[config.mk]
export PLATFORM = sky130hd
export DESIGN_NAME = alu_cmd_sequencer
export DESIGN_NICKNAME = d
export VERILOG_FILES = /design/src/rtl/alu_cmd_sequencer.sv
export SDC_FILE = /design/constraint.sdc
export NUM_CORES = 1
export LEC_CHECK = 0
export CORE_MARGIN = 1.5
export CORE_UTILIZATION = 43
export CTS_CLUSTER_SIZE = 25
export DETAILED_ROUTE_END_ITERATION = 7
export PLACE_DENSITY = 0.8
export SLEW_MARGIN = 25
export SYNTH_ARGS = -nofsm -noshare
export SYNTH_HDL_FRONTEND = slang
export SYNTH_SLANG_ARGS = --single-unit
[constraint.sdc]
create_clock -name clk -period 2.3 [get_ports clk]
set_input_delay 0.23 -clock clk [delete_from_list [all_inputs] [get_ports clk]]
set_output_delay 0.23 -clock clk [all_outputs]
set_load 0.05 [all_outputs]
[src/rtl/alu_cmd_sequencer.sv]
// Transaction front end for the combinational 16-bit ALU. It accepts one accumulator command at a time,
// runs it through the ALU or a local path, and returns the accumulator over a valid/ready response.
module alu_cmd_sequencer #(
    parameter int unsigned WIDTH = 16,
    parameter int unsigned CNT_W = 16
) (
    input  logic             clk,
    input  logic             rst,
    input  logic             cmd_valid,
    output logic             cmd_ready,
    input  logic [2:0]       cmd_op,
    input  logic [WIDTH-1:0] cmd_operand,
    output logic             rsp_valid,
    input  logic             rsp_ready,
    output logic [WIDTH-1:0] rsp_data,
    output logic             rsp_zero,
    output logic             rsp_neg,
    output logic [WIDTH-1:0] alu_a,
    output logic [WIDTH-1:0] alu_b,
    output logic [2:0]       alu_control,
    input  logic [WIDTH-1:0] alu_result,
    output logic [CNT_W-1:0] cmd_count
);

    localparam logic [2:0] OP_XOR   = 3'b100;
    localparam logic [2:0] OP_LOAD  = 3'b101;
    localparam logic [2:0] OP_CLEAR = 3'b111;

    typedef enum logic [1:0] {
        ST_IDLE  = 2'd0,
        ST_ISSUE = 2'd1,
        ST_RESP  = 2'd2
    } state_e;

    state_e           state_q, state_d;
    logic [WIDTH-1:0] acc_q, acc_d;
    logic [WIDTH-1:0] alu_b_q, alu_b_d;
    logic [2:0]       alu_ctrl_q, alu_ctrl_d;
    logic [CNT_W-1:0] cnt_q, cnt_d;
    logic             cmd_ready_q, cmd_ready_d;
    logic             rsp_valid_q, rsp_valid_d;
    logic             zero_q, neg_q;

    // Next-state and datapath update; the operand/op registers double as the ALU B/control drivers.
    always_comb begin
        state_d    = state_q;
        acc_d      = acc_q;
        alu_b_d    = alu_b_q;
        alu_ctrl_d = alu_ctrl_q;
        cnt_d      = cnt_q;

        case (state_q)
            ST_IDLE: begin
                if (cmd_valid && cmd_ready_q) begin
                    if (cmd_op <= OP_XOR) begin
                        alu_b_d    = cmd_operand;
                        alu_ctrl_d = cmd_op;
                        state_d    = ST_ISSUE;
                    end else begin
                        // Local ops finish in the accept edge; READ leaves acc untouched.
                        if (cmd_op == OP_LOAD) begin
                            acc_d = cmd_operand;
                        end else if (cmd_op == OP_CLEAR) begin
                            acc_d = '0;
                        end
                        state_d = ST_RESP;
                    end
                end
            end
            ST_ISSUE: begin
                acc_d   = alu_result;
                state_d = ST_RESP;
            end
            ST_RESP: begin
                if (rsp_ready) begin
                    cnt_d   = cnt_q + CNT_W'(1);
                    state_d = ST_IDLE;
                end
            end
            default: state_d = ST_IDLE;
        endcase

        cmd_ready_d = (state_d == ST_IDLE);
        rsp_valid_d = (state_d == ST_RESP);
    end

    always_ff @(posedge clk) begin
        if (rst) begin
            state_q     <= ST_IDLE;
            acc_q       <= '0;
            alu_b_q     <= '0;
            alu_ctrl_q  <= 3'b000;
            cnt_q       <= '0;
            cmd_ready_q <= 1'b0;
            rsp_valid_q <= 1'b0;
            zero_q      <= 1'b1;
            neg_q       <= 1'b0;
        end else begin
            state_q     <= state_d;
            acc_q       <= acc_d;
            alu_b_q     <= alu_b_d;
            alu_ctrl_q  <= alu_ctrl_d;
            cnt_q       <= cnt_d;
            cmd_ready_q <= cmd_ready_d;
            rsp_valid_q <= rsp_valid_d;
            zero_q      <= (acc_d == '0);
            neg_q       <= acc_d[WIDTH-1];
        end
    end

    assign cmd_ready   = cmd_ready_q;
    assign rsp_valid   = rsp_valid_q;
    assign rsp_data    = acc_q;
    assign rsp_zero    = zero_q;
    assign rsp_neg     = neg_q;
    assign alu_a       = acc_q;
    assign alu_b       = alu_b_q;
    assign alu_control = alu_ctrl_q;
    assign cmd_count   = cnt_q;

endmodule
# [Yosys cells after proc, flatten, opt, wreduce, memory -nomap -nowiden]
# Index checks and enable logic that the tools add are counted.
[word_totals] out_inout_bits=71 ff_bits=57 word_cells=31 input_bits=39
[classes] reduce_logical=6 mux=9 n_eq_ne=5 n_lt_le_gt_ge=1 addsub=1
[ops] cell="16-bit two-way mux" count=4
[ops] cell="16-bit case mux with 2 select lines" count=1
[ops] cell="16-bit by 1-bit adder with 16-bit output, second input constant" count=1
[ops] cell="16-bit zero test" count=1
[ops] cell="3-bit == test, second input constant" count=2
[ops] cell="2-bit two-way mux" count=3
[ops] cell="2-bit case mux with 3 select lines" count=1
[ops] cell="2-bit == test, second input constant" count=2
[ops] cell="2-bit zero test" count=2
[ops] cell="3-bit <= comparator, second input constant" count=1
[ops] cell="3-bit AND reduction" count=1
[ops] cell="2-bit by 1-bit == test with 1-bit output, second input constant" count=1
[ops] cell="2-bit AND reduction" count=1
[ops] cell="1-bit logical AND" count=1

# [Longest topological paths before layout]
# Gate-level depths: netlist (run 1).
[logic_depth] ltp_word=7 depth_mapped=8 mapped_depth_nobuf=6

# [Least setup slack after synthesis (run 1)]
# OpenSTA, ideal clock, no wires.
[synth_path] path_kind="reg-to-reg" from="register cmd_ready_q, in the netlist cmd_ready" to="register zero_q, in the netlist rsp_zero" stages_incl_launch_ff=6 path_slack_ns=-0.031 path_buffers=1 required_ns=2.204 t_arrival_ns=2.235 cell_sequence="dfxtp_1 -> nand4_1 -> clkbuf_1 -> a311o_1 -> or4_4 -> o41ai_2"
[synth_between] elab_chain_len=4
[synth_lines] item="start: declaration" line="40" rtl="logic cmd_ready_q, cmd_ready_d;"
[synth_lines] item="start signal: assignment" line="104" rtl="cmd_ready_q <= cmd_ready_d;"
[synth_lines] item="1-bit logical AND" line="54" rtl="if (cmd_valid && cmd_ready_q) begin"
[synth_lines] item="16-bit two-way mux" line="54"
[synth_lines] item="16-bit case mux with 2 select lines" line="52" rtl="case (state_q)"
[synth_lines] item="16-bit zero test" line="106" rtl="zero_q <= (acc_d == '0);"
[synth_lines] item="end signal: assignment" line="106"
[synth_lines] item="end: declaration" line="42" rtl="logic zero_q, neg_q;"
# Every way passes these cells.
# A chain may end at the register's enable or synchronous reset.

# [Final worst setup path (run 1)]
[layout_path] from="input port cmd_valid" to="register zero_q, in the netlist rsp_zero"
[layout_between] elab_chain_len=4
[layout_lines] item="start: declaration" line="9" rtl="input logic cmd_valid,"
[layout_lines] item="1-bit logical AND" line="54"
[layout_lines] item="16-bit two-way mux" line="54"
[layout_lines] item="16-bit case mux with 2 select lines" line="52"
[layout_lines] item="16-bit zero test" line="106"
# Every way passes these cells.

==> impl_metrics.toml, run 1 <==
[clock_tree]
cts.sinks = 56
cts_tree = "yes"
postCtsHoldBufs = 0
cts_made_buffers = 5
clkLatencyLatePin_ns = 0.31
root_buffer = "clkbuf_8"
clk_path_buf_depth = 2
clk_pin_slew_ns = 0.10
htreeDepth = 2

[place]
globalplace.congestion = 0.877
port-buffer-count = 109
hpwl_um = 5440

[run_status]
outcome = "complete, no violations"

[synth]
synth_area_mm2 = 0.00269
ys_top_cells_by_area = "dfxtp_1, nand2_1, buf_4, a21oi_1, nor2_1"
syn_area_per_cell_um2 = 7.90
netlist_instances = 340
syn-num-nets = 380
postSynth.asyncResetShare_pct = 0
ys_top_cells_by_count = "nand2_1, dfxtp_1, nor2_1"
synth.top_cell.area_share_pct = 41.8
synth_flop_cell = "dfxtp_1"
ys_types = 34
post-synth-top-count-cell = "nand2_1"
ys_seq_elements = 56
synth_seq_area_share_pct = 41.8
synth_warnings = 0
synth_top_area_cell = "dfxtp_1"
synth_edf_count = 0

[floorplan]
boundaryPins = 110
die-area_mm2 = 0.00673
rows = 28
die_height_um = 82.0
start_util_pct = 44.8
fp.coreArea_mm2 = 0.00599
die_w_um = 82.0

[setup_path]
max_stage_delay_ns = 0.50
worst-path-buf-inv = 4
crit_slowest_cell = "clkdlybuf4s50_1"
arrival_ns = 2.29
worstPathCellList = "clkdlybuf4s50_1, nand4_1, buf_4, buf_12, buf_4, a311oi_1, nand4_1, o41ai_2"
end_kind = "register"
crit_type = "in -> reg"
start_kind = "primary input"
critical_path.top_delay_family = "buffers and inverters"
crit_cells = 8
rr_startpoint = "state_q[0]"
crit_fanout = 13
critical_path_required_ns = 2.52
crit_start = "cmd_valid"
ff2ff_path_depth = 5

[timing]
max_freq_mhz = 483
final-hold-violation-count = 0
fin_tns_setup_ns = 0
fin_crit_sh_pct = 89.9
rsz0062_at_grt = "false"
holdWs_ns = 0.462
clock-skew-final_ns = 0.00792
period_needed_ns = 2.07
slew_violations = 0
slew_headroom_pct = 65.0
tightest_slew_ns = 0.524
finalSetupViolCount = 0

[drt]
met1_length_um = 3050
highest_layer = "met4"
wl_met3_um = 584
drt_wl_total_um = 7260
first_iter_violations = 164
dr_wl_met2_um = 3550
via_per_inst = 5.18
post_drt_wl_per_cell_um = 14.2
via_count = 2644
drc = 0
dr.pass1.iters = 4
ant_nets = 0

[hold_path]
hold_depth = 2
hold_class = "reg -> reg"
min_from = "alu_b[8]"

[pwr]
switching_share_pct = 29.5
p_sw_w = 0.000654
p_leak_nw = 1.45
power_frac_seq_pct = 46.5
p_comb_share_pct = 22.9
power.internal_w = 0.00156
power_frac_clock_pct = 30.5
power_density_mw_per_mm2 = 569
finalPower_w = 0.00222
ir_drop_mv = 0.316

[global_routing]
grt_use_total_pct = 21.6
first_global_vias = 2447
grt_max_degree = 25
grt_pass1_wl_um = 11300
grt_overflow = 0
grt_antenna_before_repair = 0

[cells_and_area]
fin_nets = 474
synthToLayoutAreaGrowth_pct = 45.0
antenna_cells = 0
drive_above_1_share_pct = 7.82

[flow_run]
drv_cap = 0
## kinds of logic (layout without fill, tap and decap cells)
| logic type | Yosys count | in the layout | synth area share (%) |
|---|---|---|---|
| AND/OR/NAND/NOR | 159 | 159 | 28.8 |
| AO/OA/AOI/OAI | 51 | 51 | 12.3 |
| adder cells (fa/ha/maj) | 1 | 1 | 0.466 |
| flip-flops | 56 | 56 | 41.8 |
| XOR/XNOR | 15 | 15 | 4.89 |
| buffers and inverters | 58 | 153 | 11.8 |
## sequential cells by signal (all words and copies together), names as in the netlist
name	flops
cmd_ready	1
rsp_zero	1
state_q	2
alu_b	16
cmd_count	16
alu_a	16
rsp_valid	1
alu_control	3
## cell type report
class                      instances  area (um2)
clock inverter                     2        38.8
inverter                          18        67.6
clock buffer                       6        82.6
tap                               75        93.8
sequential                        56        1120
timing repair buffer             127        1240
fill                             499        2100
multi-input combinational        226        1250
## layer usage
| metal | GRT usage (%) | up-vias |
|---|---|---|
| li1 | - | 1316 |
| met1 | 25.7 | 1214 |
| met2 | 37.5 | 106 |
| met3 | 5.78 | 8 |
| met4 | 7.12 | 0 |
| met5 | 0 | - |
## layout by cell type, fill, tap and decap left out, types with 4 or more instances in the layout
cell type	netlist	routed
inv_1	18	18
or4_1	7	7
nor3_1	4	4
nor2_1	26	26
clkdlybuf4s50_1	0	109
a21oi_1	21	21
a311oi_1	4	4
nor4_1	10	10
nand4_1	7	7
and2_1	12	12
nand2_1	68	68
buf_4	20	17
dfxtp_1	56	54
a311o_1	7	7
clkbuf_8	0	6
xnor2_1	4	4
xor2_1	11	11
o21ai_0	12	12
a22oi_1	5	5
nand3_1	14	14
## power groups by stage
| stage | sequential [W] | clock (W) | combinational (W) |
|---|---|---|---|
| finish | 0.00103 | 0.000677 | 0.000508 |
| CTS | 0.00103 | 0.000696 | 0.000509 |
| floorplan | 0.00116 | 0 | 0.000210 |
| global placement | 0.00105 | 0 | 0.000500 |
| detailed placement | 0.00105 | 0 | 0.000506 |
| global route | 0.00104 | 0.000730 | 0.000541 |
## through the flow
stage | instance area [um2] | util (%) | setup slack [ns] | cells
after floorplan | 2690 | - | 0.169 | 340
after global placement | 3770 | 62.9 | -0.00222 | 502
after detailed placement | 3770 | 62.9 | -0.0640 | 502
after CTS | 3890 | 65.0 | 0.135 | 510
after global routing | 3890 | 65.0 | 0.123 | 510
final | 3890 | 65.0 | 0.232 | 510
## path summary, 6_finish.rpt
kind,to,slack (ns)
max,rsp_zero,0.23
min,alu_b[8],0.46
max reg2reg,rsp_zero,0.24
min reg2reg,alu_b[8],0.46
## worst min-delay path: cells and delay by family (launching register included)
family,cells,cell delay [ns]
AO/OA/AOI/OAI,1,0.05
AND/OR/NAND/NOR,1,0.05
flip-flops,1,0.32
## repair_timing
action / CTS / global route
setup buffers: 0 / 0
gates resized for setup: 0 / 1
endpoints found under the setup margin: 0 / 1
(Power assumes the default switching activity.)
==> inputs of run 2 (changes only) <==
--- a/config.mk
+++ b/config.mk
@@ -5,11 +5,14 @@
 export SDC_FILE = /design/constraint.sdc
 export NUM_CORES = 1
 export LEC_CHECK = 0
+export CORE_ASPECT_RATIO = 1.75
 export CORE_MARGIN = 1.5
 export CORE_UTILIZATION = 43
 export CTS_CLUSTER_SIZE = 25
 export DETAILED_ROUTE_END_ITERATION = 7
+export GPL_TIMING_DRIVEN = 0
 export PLACE_DENSITY = 0.8
+export SKIP_LAST_GASP = 1
 export SLEW_MARGIN = 25
 export SYNTH_ARGS = -nofsm -noshare
 export SYNTH_HDL_FRONTEND = slang
==> run 2 against run 1 <==
  * Clock skew fell by 0.0028 ns
  * Cell count is 4.5% higher
  * Sequential power is essentially flat
  * Routed wire length up 4.3%
  * Global-route usage increased by 1.2 points
  * Sequential share of layout area fell by 0.59 points
  * Non-clock buffer count up 20
  * Critical endpoint unchanged
  * Largest power group unchanged
==> impl_metrics.toml, run 2 (same netlist as run 1, synthesis figures left out) <==
[run_status]
outcome = "complete, no violations"

[setup_path]
ff2ff_path_depth = 8
end_kind = "register"
start_kind = "primary input"
worstPathCellList = "clkdlybuf4s50_1, nand4_1, buf_2, a311o_1, or4_1, o41ai_2"
arrival_ns = 2.40
crit_fanout = 10
max_stage_delay_ns = 0.55
crit_type = "in -> reg"
crit_slowest_cell = "or4_1"
critical_path_required_ns = 2.52

[global_routing]
grt_antenna_before_repair = 0
grt_use_total_pct = 22.8
first_global_vias = 2674
grt_pass1_wl_um = 12400
grt_max_degree = 16
grt_overflow = 0

[clock_tree]
htreeDepth = 2
clk_path_buf_depth = 2
cts.sinks = 56
clk_pin_slew_ns = 0.09
root_buffer = "clkbuf_8"
clkLatencyLatePin_ns = 0.30
cts_made_buffers = 5
cts_tree = "yes"

[cells_and_area]
antenna_cells = 0
drive_above_1_share_pct = 9.67
nFillCells = 523
register_area_mm2 = 0.00112
layout.cells.most_common = "clkdlybuf4s50_1"
multi_input_area_mm2 = 0.00127
layout_common_cells = "clkdlybuf4s50_1, nand2_1, dfxtp_1"
fin_nets = 494
utilization_pct = 66.5
synthToLayoutAreaGrowth_pct = 47.8

[timing]
clock-skew-final_ns = 0.00508
tightest_slew_ns = 0.545
rsz0062_at_grt = "false"
finalSetupViolCount = 0
fin_crit_sh_pct = 95.1
holdWs_ns = 0.308
slew_violations = 0
period_needed_ns = 2.19
slew_headroom_pct = 63.5
final-hold-violation-count = 0
max_freq_mhz = 457

[place]
port-buffer-count = 107
globalplace.congestion = 0.831
hpwl_um = 5890

[pwr]
power_density_mw_per_mm2 = 529
ir_drop_mv = 0.333
p_leak_nw = 1.50

[drt]
dr.pass1.iters = 5
drt_wl_total_um = 7570
via_count = 2747
via_per_inst = 5.15
drc = 0
first_iter_violations = 134
post_drt_wl_per_cell_um = 14.2
ant_nets = 0

[floorplan]
fp.coreArea_mm2 = 0.00597
rows = 37
die_w_um = 62.7
boundaryPins = 110
die_height_um = 108
die-area_mm2 = 0.00675
start_util_pct = 45.0

[flow_run]
drv_cap = 0

[hold_path]
hold_depth = 2
hold_class = "in -> reg"
[run 2: changes by cell type in the layout (fill, tap and decap cells not counted), moves of 2 or more]
cell and delta:
buf_2 +4, nor3_2 +2, nor3_1 -2, clkbuf_1 +14
buf_4 +4, clkdlybuf4s50_1 -2
[run 2: cell type report]
type	instances	share of cell area, %
Multi-Input combinational cell	226	31.9
Sequential cell	56	28.3
Inverter	18	1.70
Timing Repair Buffer	107	27.0
Buffer	40	6.40
Clock buffer	8	2.27
Tap cell	78	2.46
[run 2: path summary, 6_finish.rpt]
check / from / end / slack (ns)
worst max-delay path: cmd_valid / rsp_zero / 0.11
worst min-delay path: rst / alu_control[0] / 0.31
worst max register to register: state_q[0] / rsp_zero / 0.17
worst min register to register: alu_b[8] / alu_b[8] / 0.46
[run 2: what timing repair did]
action / 4_1_cts / 5_1_grt
endpoints found under the setup margin: 0 / 29
hold buffers: 0 / 0
setup buffers: 0 / 0
endpoints found under the hold margin: 0 / 0
resized for setup: 0 / 11
[run 2: metrics by stage]
step	std cells	instance area, um2	setup TNS [ns]	total power [W]	setup slack [ns]
floorplan	340	2690	0	0.00137	0.169
global placement	525	3850	-0.269	0.00157	-0.269
detailed placement	525	3850	-0.274	0.00157	-0.274
CTS	533	3950	0	0.00211	0.0486
global route	533	3970	0	0.00218	0.00315
finish	533	3970	0	0.00210	0.114
[run 2: metal layers]
metal / up-vias / wire length (um) / track usage [%]
met5: - / 0 / 0
met4: 0 / 127 / 7.78
met3: 9 / 348 / 3.56
met2: 97 / 4230 / 44.8
met1: 1283 / 2860 / 24.0
li1: 1358 / - / -
[run 2: power breakdown]
group | internal (W) | total [W] | switching [W]
combinational | 0.000210 | 0.000524 | 0.000314
sequential | 0.00100 | 0.00103 | 0.0000243
clock | 0.000247 | 0.000546 | 0.000300
[run 2: critical path: cells and delay by family]
family	cells	cell delay, ns
AOI/OAI and AO/OA	2	0.64
buffers and inverters	2	0.77
and+or+nand+nor	2	0.76
